File: src/rtl/pipe_ctrl_pkg.sv
// ============================================================================
// Module : pipe_ctrl_pkg
// Brief  : Shared types and constants for the pipeline hazard controller.
// Rev    : 1.0 - initial release
// ============================================================================
`default_nettype none

package pipe_ctrl_pkg;

    typedef enum logic [1:0] {
        RUN  = 2'd0,
        WAIT = 2'd1,
        DONE = 2'd2
    } state_t;

    typedef struct packed {
        logic reg_write;
        logic mem_to_reg;
        logic mem_read;
        logic mem_write;
        logic branch;
    } ctrl_t;

    localparam ctrl_t      c_nop_ctrl = '0;
    localparam logic [4:0] REG_X0     = 5'd0;

endpackage

`default_nettype wire

File: src/rtl/load_use_detect.sv
// ============================================================================
// Module : load_use_detect
// Brief  : Flags an ID-stage read of the register a load in EX will write.
// Rev    : 1.0 - initial release
// ============================================================================
`default_nettype none

module load_use_detect
    import pipe_ctrl_pkg::*;
(
    input  logic [4:0] id_rs1,
    input  logic [4:0] id_rs2,
    input  logic       id_uses_rs1,
    input  logic       id_uses_rs2,
    input  logic       ex_memRead,
    input  logic [4:0] ex_rd,
    output logic       hazard
);

    logic w_hit_rs1;
    logic w_hit_rs2;

    assign w_hit_rs1 = id_uses_rs1 && (id_rs1 == ex_rd);
    assign w_hit_rs2 = id_uses_rs2 && (id_rs2 == ex_rd);
    // x0 is hard-wired to zero, so a load targeting it never creates a dependency
    assign hazard    = ex_memRead && (ex_rd != REG_X0) && (w_hit_rs1 || w_hit_rs2);

endmodule

`default_nettype wire

File: src/rtl/pipe_hazard_ctrl.sv
// ============================================================================
// Module : pipe_hazard_ctrl
// Brief  : Stall/flush sequencer for the 5-stage pipeline (load-use, branch,
//          multi-cycle data memory with timeout). Optional PERF_CNT_EN adds
//          a saturating stall-cycle counter.
// Rev    : 1.0 - initial release
// ============================================================================
`default_nettype none

module pipe_hazard_ctrl
    import pipe_ctrl_pkg::*;
#(
    parameter int TIMEOUT_CYC = 255,
    parameter int CNT_W       = 32
) (
    input  logic       clk,
    input  logic       rst_n,
    input  logic [4:0] id_rs1,
    input  logic [4:0] id_rs2,
    input  logic       id_uses_rs1,
    input  logic       id_uses_rs2,
    input  logic       ex_memRead,
    input  logic [4:0] ex_rd,
    input  logic       ex_branch_taken,
    input  logic       mem_req,
    input  logic       dmem_ack,
    output logic       dmem_req,
    output logic       dmem_rdata_le,
    output logic       dmem_err,
    output logic       pc_en,
    output logic       ifid_en,
    output logic       idex_en,
    output logic       exmem_en,
    output logic       memwb_en,
    output logic       ifid_flush,
    output logic       idex_flush,
    output logic       memwb_bubble
`ifdef PERF_CNT_EN
    ,
    output logic [CNT_W-1:0] stall_cycles
`endif
);

    localparam logic [7:0] c_timer_last = 8'(TIMEOUT_CYC - 1);

    state_t     r_state;
    logic       r_dmem_req;
    logic       r_dmem_err;
    logic [7:0] r_timer;
    logic       w_load_use;
    logic       w_freeze;

    load_use_detect u_load_use_detect (
        .id_rs1      (id_rs1),
        .id_rs2      (id_rs2),
        .id_uses_rs1 (id_uses_rs1),
        .id_uses_rs2 (id_uses_rs2),
        .ex_memRead  (ex_memRead),
        .ex_rd       (ex_rd),
        .hazard      (w_load_use)
    );

    always_ff @(posedge clk) begin
        if (!rst_n) begin
            r_state    <= RUN;
            r_dmem_req <= 1'b0;
            r_dmem_err <= 1'b0;
            r_timer    <= 8'd0;
        end else begin
            case (r_state)
                RUN: begin
                    if (mem_req) begin
                        r_state    <= WAIT;
                        r_dmem_req <= 1'b1;
                        r_timer    <= 8'd0;
                    end
                end
                WAIT: begin
                    if (dmem_ack) begin
                        r_state    <= DONE;
                        r_dmem_req <= 1'b0;
                    end else if (r_timer == c_timer_last) begin
                        r_state    <= DONE;
                        r_dmem_req <= 1'b0;
                        r_dmem_err <= 1'b1;
                    end else begin
                        r_timer <= r_timer + 8'd1;
                    end
                end
                DONE:    r_state <= RUN;
                default: r_state <= RUN;
            endcase
        end
    end

    // DONE deliberately ignores mem_req: EX/MEM still holds the finished access
    assign w_freeze = (r_state == WAIT) || ((r_state == RUN) && mem_req);

    always_comb begin
        pc_en        = 1'b1;
        ifid_en      = 1'b1;
        idex_en      = 1'b1;
        exmem_en     = 1'b1;
        memwb_en     = 1'b1;
        ifid_flush   = 1'b0;
        idex_flush   = 1'b0;
        memwb_bubble = 1'b0;
        if (!rst_n) begin
            pc_en = 1'b1;
        end else if (w_freeze) begin
            pc_en        = 1'b0;
            ifid_en      = 1'b0;
            idex_en      = 1'b0;
            exmem_en     = 1'b0;
            memwb_en     = 1'b0;
            memwb_bubble = 1'b1;
        end else if (ex_branch_taken) begin
            ifid_flush = 1'b1;
            idex_flush = 1'b1;
        end else if (w_load_use) begin
            pc_en      = 1'b0;
            ifid_en    = 1'b0;
            idex_flush = 1'b1;
        end
    end

    assign dmem_req      = r_dmem_req;
    assign dmem_err      = r_dmem_err;
    assign dmem_rdata_le = (r_state == WAIT) && dmem_ack;

`ifdef PERF_CNT_EN
    logic [CNT_W-1:0] r_stall_cycles;

    always_ff @(posedge clk) begin
        if (!rst_n) begin
            r_stall_cycles <= '0;
        end else if (!pc_en && (r_stall_cycles != '1)) begin
            r_stall_cycles <= r_stall_cycles + 1'b1;
        end
    end

    assign stall_cycles = r_stall_cycles;
`else
    if (CNT_W > 0) begin : g_no_stall_cnt
    end
`endif

endmodule

`default_nettype wire

File: config.mk
export PLATFORM = sky130hd
export DESIGN_NAME = pipe_hazard_ctrl
export DESIGN_NICKNAME = d
export VERILOG_FILES = /design/src/rtl/pipe_ctrl_pkg.sv /design/src/rtl/load_use_detect.sv /design/src/rtl/pipe_hazard_ctrl.sv
export SDC_FILE = /design/constraint.sdc
export NUM_CORES = 1
export LEC_CHECK = 0
export BUFFER_PORTS_ARGS = -buffer_cell sky130_fd_sc_hd__clkbuf_2
export CORE_MARGIN = 1
export CORE_UTILIZATION = 41
export CTS_CLUSTER_SIZE = 16
export DETAILED_ROUTE_END_ITERATION = 12
export HOLD_SLACK_MARGIN = 0.12
export PLACE_DENSITY_LB_ADDON = 0.12
export SLEW_MARGIN = 30
export SYNTH_ARGS = -nofsm -noshare
export SYNTH_HDL_FRONTEND = slang
export SYNTH_SLANG_ARGS = --single-unit
File: constraint.sdc
create_clock -name clk -period 2.6 [get_ports clk]
set_clock_uncertainty 0.2 [all_clocks]
set_input_delay 0.13 -clock clk [delete_from_list [all_inputs] [get_ports clk]]
set_output_delay 0.13 -clock clk [all_outputs]
set_load 0.03 [all_outputs]
### After elaboration in Yosys (flattened, before gate mapping)

Index checks and enable logic that the tools add are counted.

* flip-flop bits (word level): 12
* word-level logic and storage cells: 56
* output and inout bits: 11
* bits of input ports: 23

* add/subtract/negate cells: 1
* bitwise operators: 1
* equal/unequal tests: 8
* reduce and logical (&&, ||, !) cells: 15
* muxes and demuxes: 27

Operators with widths (number)
* 8-bit two-way mux: 3
* 1-bit two-way mux: 18
* 8-bit case mux with 2 select lines: 1
* 5-bit == test: 2
* 8-bit by 1-bit adder with 8-bit output, second input constant: 1
* 8-bit == test, second input constant: 1
* 1-bit logical AND: 6
* 2-bit two-way mux: 3
* 2-bit inequality test, second input constant: 3
* 3-bit AND reduction: 2
* 5-bit nonzero test: 1
* 2-bit case mux with 2 select lines: 1
* 4-bit AND reduction: 1
* 3-bit inequality test, second input constant: 1
* 2-bit by 1-bit == test with 1-bit output, second input constant: 1
* 2-bit zero test: 1
* 1-bit logical OR: 2
* 1-bit case mux with 2 select lines: 1
* 2-bit AND reduction: 1
* 2-bit nonzero test: 1
* 1-bit inverter: 1

### Depth between registers and ports, before layout

* depth after elaboration: 8
* depth in mapped cells: 7
* gate-level depth less buffers: 6

### Cells and area by module

From an unflattened synthesis, not the netlist that was laid out.

* cells, all modules: 96
* area total of the unflattened synthesis: 785.8 um^2

Modules (own cells, without submodules)
* pipe_hazard_ctrl: area each 651.9 um^2, instances 1, cells each 79, sequential area each 240.2 um^2
* load_use_detect: area each 133.9 um^2, instances 1, cells each 17, sequential area each 0.0 um^2

### Worst setup path after synthesis

OpenSTA, ideal clock, no wires.

* path type: input to output
* start: input ex_rd[1]
* end: output pc_en
* required time: 2270 ps
* path slack: 555 ps
* arrival: 1715 ps
* buffers on the path: 1
* cell stages on the path: 5
* path through: or4_1 -> o21ai_0 -> nor3_1 -> a21oi_1 -> buf_4

* word-level cells in the longest chain between the ends: 8
* elaborated cells on any way between the ends: 12
* those cells by class: eq/ne: 2; mux: 4; reduce/logical: 6

Ends and longest elaborated chain
* start, declared: line pipe_hazard_ctrl.sv:23 `input logic [4:0] ex_rd,`
* 5-bit == test (on tied branches): line load_use_detect.sv:23, load_use_detect.sv:24
* 1-bit logical AND (on tied branches): line load_use_detect.sv:23, load_use_detect.sv:24
* 1-bit logical OR: line load_use_detect.sv:26 `assign hazard = ex_memRead && (ex_rd != REG_X0) && (w_hit_rs1 || w_hit_rs2);`
* 1-bit logical AND *: line load_use_detect.sv:26
* 1-bit two-way mux * (4 in a row)
* end, declared: line pipe_hazard_ctrl.sv:30 `output logic pc_en,`

Every way passes the cells marked *; elsewhere a longest branch is shown, timed or not.

### Worst setup path after layout

* start: input dmem_ack
* end: register r_timer[1]

* word-level cells in the longest chain between the ends: 2

Ends and longest elaborated chain
* start, declared: line pipe_hazard_ctrl.sv:26 `input logic dmem_ack,`
* 2-bit inequality test (no line)
* 4-bit AND reduction (no line)
* end signal, assigned: line pipe_hazard_ctrl.sv:87 `r_timer <= r_timer + 8'd1;`
* end, declared: line pipe_hazard_ctrl.sv:49 `logic [7:0] r_timer;`

No other way between the ends.
A chain may end at the register's enable or synchronous reset.

==> results.md <==
- Sequential cell area fraction in the yosys report: 28.0%
- Peak VDD IR: 375 uV
- Vias/cell: 5.12
- CTS Buf Count: 3
- Top cell type's share of synthesized area: 28.0%
- Most common cell after layout, fill and taps aside: clkbuf_2
- Skew-Pair Late Insertion Delay: 260 ps
- CP startpoint kind: input pin
- Area Growth Syn to Fin: 23.8%
- Unrepaired setup endpoints after global routing: false
- Post-synth EDFFs: 0
- Final WS setup: 672 ps
- DP Worst Slack: 723 ps
- P_leak: 0.000430 uW
- Slew Viols, Final: 0
- Fin. Hold Viols: 0
- Slew HR: 63.4%
- DP HPWL: 1420 um
- Global-route wire length before repair: 2860 um
- DRT Pass-1 Iters: 4
- Worst-path clk slew: 70 ps
- Worst path slowest cell: dlygate4sd3_1
- Synth cell types: 35
- CP arrival: 1920 ps
- Synth top area cells: dfxtp_1 (28%), xnor2_1 (10%), nand2_1 (5.2%), a21oi_1 (4.7%), a2111o_1 (3.9%)
- Crit-path cells: dlygate4sd3_1 > clkbuf_2 > nor3b_2 > o21ai_2 > or4b_1 > a21oi_1
- Pwr per Cell Area: 388 nW/um^2
- Placed inst area: 1010 um^2
- Required time of the critical path: 2590 ps
- Setup violators final: 0
- Initial Util: 43.7%
- Clock root buffer: clkbuf_4
- Most frequent cells in the layout: clkbuf_2 (33), nand2_1 (12), dfxtp_1 (12), xnor2_1 (10), a21oi_1 (8)
- CTS max path bufs: 2
- CTS tree: built
- # diodes: 0
- Post-synthesis async set-or-reset flop share: 0%
- Vias: 829
- CP Class: input pin to register
- DRC Markers: 0
- Antenna violations before repair: 0
- MaxCap Viol Count: 0
- Largest net degree at the start of global routing: 15
- WL final: 1780 um
- Largest stage delay on the critical path: 530 ps
- Die area: 2280 um^2
- Cells after Synth: 102
- Outcome: completed
- Grt ovf: 0
- Layout cell share with drive strength beyond 1: 30.4%
- Placed cells: 156
- Slew @ Worst Pin: 549 ps
- Placement Rows: 16
- GP Congestion: 0.767
- HP Class: register to register
- Layout net count: 162
- CP Capture Type: register
- Hold slack: 269 ps
- IO Count: 34
- Synth area leader: dfxtp_1
- Final Cell Area: 1060 um^2
- Drt initial violations: 11
- CTS sink count: 12
- CTS H-Tree Depth: 1
- Primary FF master, synth: dfxtp_1
- Drt wl/cell: 11.0 um
- Antenna viol nets, final: 0
- Critical Path Fanout Max: 14
- Chip height: 47.8 um
- Max Freq: 519 MHz
- Min Clock Period, post-route: 1930 ps
- Synthesized Nets: 127
- Port Buffers: 33
- Count of state elements after synthesis: 12
- Yosys warns: 0
- Synthesized area: 858 um^2
- Die X-Extent: 47.8 um
- Part of the cycle the worst path needs: 74.1%
- Vias in the first global route: 696
- Non-Filler Instances: 162
- Post-cts resize count: 0
- Setup tns final: 0 ps
- Total GRT Usage: 17.6%
- Core ar.: 1960 um^2
- Post-CTS setup buffers: 0
- Syn Area/Cell: 8.41 um^2
routing by layer:
metal,vias to the layer above,routed length (um),GRT usage (%)
li1,436,-,-
met1,364,815,23.3
met2,29,875,28.9
met3,0,87,5.66
met4,0,0,1.67
met5,-,0,0
critical path, delay by kind of cell:
family                 cells  cell delay, ps
AND/OR/NAND/NOR            2             760
buffers and inverters      2             650
AO/OA/AOI/OAI              2             380
metrics by stage:
stage	util, %	power, uW
finish	54.1	412
global route	54.1	434
CTS	54.1	417
detailed placement	51.5	303
global placement	51.5	302
floorplan	-	273
registers in the layout (all words and copies together) (netlist names):
name and cells:
dmem_err 1, dmem_req 1, r_state 2, r_timer 8
kinds of logic (layout without fill, tap and decap cells):
family                   count (synthesis)  count (layout)  share of synthesized area (%)
AND/OR/NAND/NOR                         40              40                           27.1
adder cells (fa/ha/maj)                  2               2                           2.91
buffers and inverters                   10              43                           7.29
XOR/XNOR                                10              10                           10.2
AO/OA/AOI/OAI                           25              25                           21.0
flip-flops                              12              12                           28.0
multiplexers                             3               3                           3.50
Yosys cell counts, types with 2 or more instances:
cell and count:
o21ai_0 3, a211oi_1 2, nand4_1 3, or4b_1 2
a21oi_1 8, and3_1 2, nand2_1 12, xnor2_1 10
buf_4 4, nor2_1 3, mux2i_1 3, a2111o_1 3
dfxtp_1 12, inv_1 4, ha_1 2, o21bai_1 2
nand2b_1 3, o21ai_2 2, nand3_1 6
layout make-up:
class | instances | area (um^2)
Clock buffer | 3 | 22.5
Fill cell | 206 | 900
Inverter | 4 | 15.0
Multi-Input combinational cell | 80 | 556
Sequential cell | 12 | 240
Tap cell | 27 | 33.8
Timing Repair Buffer | 36 | 195
worst paths after layout:
path / start / to / slack (ps) / cells past startpoint
worst min-delay path: dmem_err$_SDFFE_PN0P_ / dmem_err$_SDFFE_PN0P_ / 270 / 2
worst max-delay path: dmem_ack / r_timer[1]$_SDFFE_PN0P_ / 670 / 6
worst min register to register: dmem_err$_SDFFE_PN0P_ / dmem_err$_SDFFE_PN0P_ / 270 / 2
worst max register to register: r_timer[0]$_SDFFE_PN0P_ / r_timer[1]$_SDFFE_PN0P_ / 710 / 6
report_power, final:
group          internal [uW]  total [uW]  switching (uW)
clock network           53.4         110            56.2
logic                   46.0         111            64.8
registers                187         192            4.54
total                    287         412             126
repair_timing:
item | in CTS | in global routing
hold buffers | 3 | 0
endpoints found under the setup margin | 0 | 0
hold endpoints to repair | 5 | 0
No activity file was read; power rests on OpenSTA's default activity.
